### src/rtl/speck_pkg.sv
// Shared map geometry and sequencer state encoding for the speck_map write path.
package speck_pkg;

    localparam int MAP_WIDTH   = 14;
    localparam int NUM_ROWS    = 20;
    localparam int ROW_WIDTH   = 10;
    localparam int ROW_START_X = 3;
    localparam int ROW_START_Y = 1;
    localparam int MAP_DEPTH   = MAP_WIDTH * (NUM_ROWS + 2);

    localparam int ADDR_W    = 9;
    localparam int COL_W     = 4;
    localparam int ROW_IDX_W = 5;

    typedef logic [ADDR_W-1:0]    map_addr_t;
    typedef logic [COL_W-1:0]     col_t;
    typedef logic [ROW_IDX_W-1:0] row_t;

    typedef enum logic [1:0] {
        IDLE,
        CLEAR,
        ROW
    } seq_state_t;

endpackage

### src/rtl/speck_write_sequencer_if.sv
// Request/handshake bundle between the clear, row and cell requesters and the speck_map write port.
interface speck_write_sequencer_if;
    import speck_pkg::*;

    logic      clear_start;
    logic      clear_busy;
    logic      clear_done;

    logic      row_start;
    row_t      row_idx;
    logic      row_val;
    logic      row_busy;
    logic      row_done;

    logic      cell_valid;
    logic      cell_ready;
    col_t      cell_x;
    row_t      cell_y;
    logic      cell_val;

    logic      speck_enable;
    map_addr_t speck_write_addr;
    logic      speck_write;

    modport master (
        output clear_start, row_start, row_idx, row_val,
               cell_valid, cell_x, cell_y, cell_val,
        input  clear_busy, clear_done, row_busy, row_done, cell_ready,
               speck_enable, speck_write_addr, speck_write
    );

    modport slave (
        input  clear_start, row_start, row_idx, row_val,
               cell_valid, cell_x, cell_y, cell_val,
        output clear_busy, clear_done, row_busy, row_done, cell_ready,
               speck_enable, speck_write_addr, speck_write
    );

endinterface

### src/rtl/speck_addr_gen.sv
// Playfield (x, y) to linear speck_map address; shared by the row-base and single-cell paths.
module speck_addr_gen
    import speck_pkg::*;
(
    input  col_t      x_i,
    input  row_t      y_i,
    output map_addr_t addr_o
);

    map_addr_t x_ext;
    map_addr_t y_ext;

    assign x_ext  = {{(ADDR_W-COL_W){1'b0}}, x_i};
    assign y_ext  = {{(ADDR_W-ROW_IDX_W){1'b0}}, y_i};
    assign addr_o = (y_ext + map_addr_t'(ROW_START_Y)) * map_addr_t'(MAP_WIDTH)
                  + map_addr_t'(ROW_START_X) + x_ext;

endmodule

### src/rtl/speck_write_sequencer.sv
// Sole writer of speck_map: serialises full-map clears, playfield row fills and single-cell
// writes into one registered write per clock.
module speck_write_sequencer
    import speck_pkg::*;
(
    input  logic clk_in,
    input  logic rst_in,
    speck_write_sequencer_if.slave bus
);

    seq_state_t state_q, state_d;
    logic       clear_pend_q, clear_pend_d;
    logic       row_pend_q, row_pend_d;
    row_t       row_idx_q, row_idx_d;
    logic       row_val_q, row_val_d;
    col_t       col_cnt_q, col_cnt_d;
    logic       en_q, en_d;
    map_addr_t  addr_q, addr_d;
    logic       data_q, data_d;
    logic       clear_done_q, clear_done_d;
    logic       row_done_q, row_done_d;

    logic       clear_busy;
    logic       row_busy;
    logic       cell_in_range;
    col_t       gen_x;
    row_t       gen_y;
    map_addr_t  gen_addr;

    assign clear_busy = clear_pend_q || (state_q == CLEAR);
    assign row_busy   = row_pend_q || (state_q == ROW);

    assign bus.clear_busy       = clear_busy;
    assign bus.row_busy         = row_busy;
    assign bus.cell_ready       = (state_q == IDLE) && !clear_pend_q && !row_pend_q;
    assign bus.clear_done       = clear_done_q;
    assign bus.row_done         = row_done_q;
    assign bus.speck_enable     = en_q;
    assign bus.speck_write_addr = addr_q;
    assign bus.speck_write      = data_q;

    // A pending row only matters in IDLE, where it outranks the cell path for the shared generator.
    assign gen_x = row_pend_q ? '0 : bus.cell_x;
    assign gen_y = row_pend_q ? row_idx_q : bus.cell_y;

    assign cell_in_range = (bus.cell_x < col_t'(ROW_WIDTH)) && (bus.cell_y < row_t'(NUM_ROWS));

    speck_addr_gen u_addr_gen (
        .x_i    (gen_x),
        .y_i    (gen_y),
        .addr_o (gen_addr)
    );

    always_comb begin
        // NOTE: every _d gets a default first so no path through the case leaves a latch.
        state_d      = state_q;
        clear_pend_d = clear_pend_q;
        row_pend_d   = row_pend_q;
        row_idx_d    = row_idx_q;
        row_val_d    = row_val_q;
        col_cnt_d    = col_cnt_q;
        en_d         = 1'b0;
        addr_d       = addr_q;
        data_d       = data_q;
        clear_done_d = 1'b0;
        row_done_d   = 1'b0;

        if (bus.clear_start && !clear_busy) begin
            clear_pend_d = 1'b1;
        end
        if (bus.row_start && !row_busy && (bus.row_idx < row_t'(NUM_ROWS))) begin
            row_pend_d = 1'b1;
            row_idx_d  = bus.row_idx;
            row_val_d  = bus.row_val;
        end

        unique case (state_q)
            IDLE: begin
                if (clear_pend_q) begin
                    state_d      = CLEAR;
                    clear_pend_d = 1'b0;
                    en_d         = 1'b1;
                    addr_d       = '0;
                    data_d       = 1'b0;
                end else if (row_pend_q) begin
                    state_d    = ROW;
                    row_pend_d = 1'b0;
                    col_cnt_d  = '0;
                    en_d       = 1'b1;
                    addr_d     = gen_addr;
                    data_d     = row_val_q;
                end else if (bus.cell_valid && cell_in_range) begin
                    en_d   = 1'b1;
                    addr_d = gen_addr;
                    data_d = bus.cell_val;
                end
            end

            CLEAR: begin
                if (addr_q == map_addr_t'(MAP_DEPTH - 1)) begin
                    state_d      = IDLE;
                    clear_done_d = 1'b1;
                end else begin
                    en_d   = 1'b1;
                    addr_d = addr_q + map_addr_t'(1);
                    data_d = 1'b0;
                end
            end

            ROW: begin
                if (col_cnt_q == col_t'(ROW_WIDTH - 1)) begin
                    state_d    = IDLE;
                    row_done_d = 1'b1;
                    col_cnt_d  = '0;
                end else begin
                    col_cnt_d = col_cnt_q + col_t'(1);
                    en_d      = 1'b1;
                    addr_d    = addr_q + map_addr_t'(1);
                    data_d    = row_val_q;
                end
            end

            default: state_d = IDLE;
        endcase
    end

    always_ff @(posedge clk_in or negedge rst_in) begin
        if (!rst_in) begin
            state_q      <= IDLE;
            clear_pend_q <= 1'b0;
            row_pend_q   <= 1'b0;
            row_idx_q    <= '0;
            row_val_q    <= 1'b0;
            col_cnt_q    <= '0;
            en_q         <= 1'b0;
            addr_q       <= '0;
            data_q       <= 1'b0;
            clear_done_q <= 1'b0;
            row_done_q   <= 1'b0;
        end else begin
            // NOTE: non-blocking so every register updates from the values held before the edge.
            state_q      <= state_d;
            clear_pend_q <= clear_pend_d;
            row_pend_q   <= row_pend_d;
            row_idx_q    <= row_idx_d;
            row_val_q    <= row_val_d;
            col_cnt_q    <= col_cnt_d;
            en_q         <= en_d;
            addr_q       <= addr_d;
            data_q       <= data_d;
            clear_done_q <= clear_done_d;
            row_done_q   <= row_done_d;
        end
    end

endmodule

### src/flat_wrapper.sv
// flat-port wrapper written by rule: the top's interface ports become plain ports
module speck_write_sequencer_flat import speck_pkg::*;
  (clk_in, rst_in, bus_clear_start, bus_row_start, bus_row_idx, bus_row_val, bus_cell_valid, bus_cell_x, bus_cell_y, bus_cell_val, bus_clear_busy, bus_clear_done, bus_row_busy, bus_row_done, bus_cell_ready, bus_speck_enable, bus_speck_write_addr, bus_speck_write);
  speck_write_sequencer_if bus_i ();
  input  logic clk_in;
  input  logic rst_in;
  input wire logic [$bits(bus_i.clear_start)-1:0] bus_clear_start;
  input wire logic [$bits(bus_i.row_start)-1:0] bus_row_start;
  input wire logic [$bits(bus_i.row_idx)-1:0] bus_row_idx;
  input wire logic [$bits(bus_i.row_val)-1:0] bus_row_val;
  input wire logic [$bits(bus_i.cell_valid)-1:0] bus_cell_valid;
  input wire logic [$bits(bus_i.cell_x)-1:0] bus_cell_x;
  input wire logic [$bits(bus_i.cell_y)-1:0] bus_cell_y;
  input wire logic [$bits(bus_i.cell_val)-1:0] bus_cell_val;
  output wire logic [$bits(bus_i.clear_busy)-1:0] bus_clear_busy;
  output wire logic [$bits(bus_i.clear_done)-1:0] bus_clear_done;
  output wire logic [$bits(bus_i.row_busy)-1:0] bus_row_busy;
  output wire logic [$bits(bus_i.row_done)-1:0] bus_row_done;
  output wire logic [$bits(bus_i.cell_ready)-1:0] bus_cell_ready;
  output wire logic [$bits(bus_i.speck_enable)-1:0] bus_speck_enable;
  output wire logic [$bits(bus_i.speck_write_addr)-1:0] bus_speck_write_addr;
  output wire logic [$bits(bus_i.speck_write)-1:0] bus_speck_write;
  assign bus_i.clear_start = bus_clear_start;
  assign bus_i.row_start = bus_row_start;
  assign bus_i.row_idx = bus_row_idx;
  assign bus_i.row_val = bus_row_val;
  assign bus_i.cell_valid = bus_cell_valid;
  assign bus_i.cell_x = bus_cell_x;
  assign bus_i.cell_y = bus_cell_y;
  assign bus_i.cell_val = bus_cell_val;
  assign bus_clear_busy = bus_i.clear_busy;
  assign bus_clear_done = bus_i.clear_done;
  assign bus_row_busy = bus_i.row_busy;
  assign bus_row_done = bus_i.row_done;
  assign bus_cell_ready = bus_i.cell_ready;
  assign bus_speck_enable = bus_i.speck_enable;
  assign bus_speck_write_addr = bus_i.speck_write_addr;
  assign bus_speck_write = bus_i.speck_write;
  speck_write_sequencer u_core (.clk_in(clk_in), .rst_in(rst_in), .bus(bus_i));
endmodule
### config.mk
export PLATFORM = sky130hd
export DESIGN_NAME = speck_write_sequencer_flat
export DESIGN_NICKNAME = d
export VERILOG_FILES = /design/src/rtl/speck_pkg.sv /design/src/rtl/speck_write_sequencer_if.sv /design/src/rtl/speck_addr_gen.sv /design/src/rtl/speck_write_sequencer.sv /design/src/flat_wrapper.sv
export SDC_FILE = /design/constraint.sdc
export NUM_CORES = 1
export LEC_CHECK = 0
export CORE_UTILIZATION = 45
export CTS_CLUSTER_DIAMETER = 120
export DETAILED_ROUTE_END_ITERATION = 6
export GPL_ROUTABILITY_DRIVEN = 0
export GPL_TIMING_DRIVEN = 0
export PLACE_DENSITY = 0.74
export REMOVE_ABC_BUFFERS = 1
export SYNTH_ARGS = -nofsm -noshare
export SYNTH_HDL_FRONTEND = slang
export SYNTH_SLANG_ARGS = --single-unit
### constraint.sdc
create_clock -name clk_in -period 8.5 [get_ports clk_in]
set_input_delay 1.7 -clock clk_in [delete_from_list [all_inputs] [get_ports clk_in]]
set_output_delay 1.7 -clock clk_in [all_outputs]
set_load 0.05 [all_outputs]
==> results of run 1 <==
-- registers in the layout, summed over array words and instances, names as in the netlist --
signal / flops
u_core.row_val_q: 1
u_core.bus.row_done: 1
u_core.bus.clear_done: 1
u_core.clear_pend_q: 1
u_core.bus.speck_enable: 1
u_core.state_q: 2
u_core.row_pend_q: 1
u_core.row_idx_q: 5
u_core.bus.speck_write: 1
u_core.bus.speck_write_addr: 9
u_core.col_cnt_q: 4
-- layer usage --
layer | part of all wire (%) | routed length, um | GRT usage (%) | vias to the layer above
li1 | - | - | - | 947
met1 | 51 | 2170 | 24.3 | 857
met2 | 47 | 2010 | 27.2 | 24
met3 | 1.9 | 80 | 1.66 | 2
met4 | 0.63 | 27 | 3.92 | 0
met5 | 0 | 0 | 0 | -
-- kinds of logic after synthesis --
group / count (synthesis) / share of synthesized area, %
flip-flops: 27 / 30.1
AND/OR/NAND/NOR: 70 / 15.6
adder cells (fa/ha/maj): 28 / 16.2
buffers and inverters: 31 / 6.12
XOR/XNOR: 15 / 6.51
AO/OA/AOI/OAI: 67 / 19.7
multiplexers: 11 / 5.79
-- power by group --
| group | internal (mW) | switching [mW] |
|---|---|---|
| logic | 0.00857 | 0.00496 |
| clock network | 0.0333 | 0.0419 |
| registers | 0.128 | 0 |
| total | 0.170 | 0.0469 |
-- final cells by class --
type	instances	area share, %
repair buffers	36	13.2
multi-input cells	191	53.4
clock inverters	1	0.280
inverters	23	3.22
flip-flops and latches	27	25.2
well taps	67	3.12
clock buffers	3	1.54
-- metrics by stage --
stage	utilization [%]	area [um2]	instances	power (mW)	hold WS, ns
2_1_floorplan	-	2200	241	0.132	0.479
6_report	56.5	2690	348	0.217	0.516
5_1_grt	56.5	2690	348	0.228	0.542
3_5_place_dp	55.6	2640	344	0.145	0.495
4_1_cts	56.6	2690	348	0.222	0.520
3_3_place_gp	55.6	2640	344	0.145	0.489
-- Yosys cell counts, types with 2 or more instances --
master | instances | area [um2]
sky130_fd_sc_hd__or2_2 | 2 | 12.5
sky130_fd_sc_hd__clkbuf_1 | 3 | 11.3
sky130_fd_sc_hd__a22oi_1 | 5 | 37.5
sky130_fd_sc_hd__nand2b_1 | 4 | 25.0
sky130_fd_sc_hd__xnor2_1 | 7 | 61.3
sky130_fd_sc_hd__buf_2 | 2 | 10.0
sky130_fd_sc_hd__a211oi_1 | 5 | 37.5
sky130_fd_sc_hd__nor2b_1 | 4 | 25.0
sky130_fd_sc_hd__buf_6 | 2 | 22.5
sky130_fd_sc_hd__ha_1 | 26 | 325
sky130_fd_sc_hd__nand2_1 | 20 | 75.1
sky130_fd_sc_hd__and3_1 | 2 | 12.5
sky130_fd_sc_hd__nor4_1 | 2 | 12.5
sky130_fd_sc_hd__nor3_1 | 7 | 35.0
sky130_fd_sc_hd__a21oi_1 | 14 | 70.1
sky130_fd_sc_hd__inv_1 | 23 | 86.3
sky130_fd_sc_hd__a21o_1 | 7 | 52.6
sky130_fd_sc_hd__mux2_2 | 6 | 67.6
sky130_fd_sc_hd__dfrtp_1 | 27 | 676
sky130_fd_sc_hd__nor2_1 | 17 | 63.8
sky130_fd_sc_hd__o21ai_0 | 17 | 85.1
sky130_fd_sc_hd__mux2i_1 | 4 | 40.0
sky130_fd_sc_hd__a31oi_1 | 2 | 12.5
sky130_fd_sc_hd__nand3_1 | 7 | 35.0
sky130_fd_sc_hd__o21a_1 | 2 | 15.0
sky130_fd_sc_hd__fa_1 | 2 | 40.0
sky130_fd_sc_hd__xor2_1 | 7 | 61.3
-- final timing paths --
kind | start | end | depth (start not counted)
worst max-delay path | bus_cell_y[1] | u_core.bus.speck_write_addr[8] | 17
worst min-delay path | u_core.row_idx_q[1] | u_core.row_idx_q[1] | 1
worst max register to register | u_core.row_pend_q | u_core.bus.speck_write_addr[8] | 16
worst min register to register | u_core.row_idx_q[1] | u_core.row_idx_q[1] | 1
max in group asynchronous | rst_in | u_core.row_idx_q[0] | 1
min in group asynchronous | rst_in | u_core.col_cnt_q[0] | 1
==> results.txt, run 1 <==
----------------------------------------------------
[Timing]
  Setup Viol. Count Final ... 0
  Final worst setup slack ... 2.86 ns
  Actual slew at the worst max-slew pin ... between 0.8 and 0.9 ns
  Final-layout setup total negative slack ... 0 ns
  Fmax ... 177 MHz
  Post-route clock skew ... 0.00680 ns
  Number of hold violations in the final report ... 0
  Worst slew margin relative to its limit ... between 40% and 50%
  Fin crit period ... 5.64 ns
  Max-slew violation count ... 0
  Tcrit/Tclk final ... about 66%
  Unrepaired setup endpoints after global routing ... false

[Cells and area]
  Layout cell share with drive strength beyond 1 ... 6.76%
  Most common library cell in the layout ignoring fill and taps ... sky130_fd_sc_hd__clkdlybuf4s50_1
  Count of nets after finishing ... 331
  Layout filler cell count ... approximately 460
  Number of diodes added for antenna fixing ... 0
  Commonest cells after routing, fill and taps aside ... 35 x sky130_fd_sc_hd__clkdlybuf4s50_1, 27 x sky130_fd_sc_hd__dfrtp_1, 26 x sky130_fd_sc_hd__ha_1
  Multi-input logic area ... about 1400 um2
  Layout overhead on the synthesized area ... 19.4%
  Seq. cell area ... 676 um2

[Drt]
  Post-route ant nets ... 0
  DRT iter0 DRCs ... 80
  Via count ... between 1.5k and 2k
  Drt wl/cell ... around 12 um
  Total Wirelength ... about 4300 um
  Residual DRC ... 0
  Drt first pass iters ... 4
  Via/cell ratio ... approximately 5.3

[Run status]
  Run status ... complete, no violations

[Yosys]
  Per-instance average area after synthesis ... 9.03 um2
  Synth Register Bits ... 27
  Cell count after synthesis ... between 200 and 250
  Share of flip-flops with an asynchronous set or reset ... 100%
  Total of warnings raised by yosys ... 0
  EDFF count, synth ... 0
  Yosys cell types ... 50
  Sequential cell area fraction in the yosys report ... between 30% and 40%
  Post-synthesis instance area ... 2250 um2
  Most used DFF post-synth ... sky130_fd_sc_hd__dfrtp_1

[Setup path]
  Type of element launching the critical path ... input pin
  Type of element capturing the critical path ... register
  CP bufs+invs ... 4
  Worst-path cell with the longest stage delay ... sky130_fd_sc_hd__fa_1
  Largest fanout on the critical path ... 6
  Required arrival time at the worst endpoint ... between 8 and 9 ns
  Worst Path Class, Setup ... input pin to register
  Crit path cell chain ... clkdlybuf4s50_1 > mux2i_1 > inv_1 > ha_1 > xnor2_1 > xnor2_1 > ha_1 > inv_1 > fa_1 > inv_1 > ha_1 > o21ai_0 > nor2_1 > o21a_1 > nand3_1 > xor3_1 > a21bo_1
  Critical path's top delay family ... adder cells
  Crit-path max cell delay ... approximately 0.53 ns
  Worst endpoint data arrival time ... between 5 and 6 ns
  Setup slack on the worst flop-to-flop path ... about 3.7 ns

[Floorplan]
  Width of the die ... between 70 and 80 um
  Die area ... approximately 5300 um2
  Vertical die dimension ... roughly 73 um
  Number of placement rows ... 25
  Initial core utilization ... a little under half
  Number of placed I/O pins ... 37
  Core ar. ... 4750 um2

[Clocking]
  Number of resized instances in the post-cts repair step ... 0
  Count of hold buffers inserted by post-cts repair ... 0
  Clock-pin slew on the worst setup and hold paths ... about 0.10 ns
  TritonCTS Sinks ... 27
  Post-CTS Setup Repair Bufs ... 0
  CTS tree ... yes
  H-tree lvl count ... 1
  Root Buffer Master ... sky130_fd_sc_hd__clkbuf_8
  Largest buffer count on any clock path ... 2
  Skew-Pair Late Insertion Delay ... 0.28 ns
  Number of buffers created by CTS ... 3

[Min path]
  Type of the most critical hold path ... register to register

[Job]
  Number of max-capacitance violations reported ... 0

[Placed design]
  Setup slack after placement ... 2.53 ns
  DP Wirelength ... 3360 um
  I/O Buffers ... 36

[Global routing]
  Vias in the first global route ... ~1.6k
  Antenna violations before repair ... 0
  Global Route Usage Sum ... roughly 17%
  First-pass GRT wire length ... about 7000 um
  Pin count of the biggest net entering global routing ... 28
  Final global-route overflow total ... 0

[Power]
  Peak ir drop on the vdd network ... around 0.076 mV
  Leakage power figure ... 1.28 nW
  Power per standard cell area ... between 80 and 90 nW/um2

----------------------------------------------------
Power figures use the tool's default switching activity.
==> run 2: changes to the inputs <==
==> constraint.sdc (replaced) <==
create_clock -name clk_in -period 5.9 [get_ports clk_in]
set_input_delay 1.18 -clock clk_in [delete_from_list [all_inputs] [get_ports clk_in]]
set_output_delay 1.18 -clock clk_in [all_outputs]
set_load 0.05 [all_outputs]
==> results of run 2 <==
Same layout as run 1 (identical final DEF). Status: complete, no violations.
Among the figures that moved: setup slack after placement 2.53 ns -> 0.446 ns; setup slack after layout 2.86 ns -> 0.779 ns; register-to-register setup slack 3.74 ns -> 1.14 ns; total power 0.217 mW -> 0.313 mW; worst IR drop on VDD 0.0762 mV -> 0.110 mV
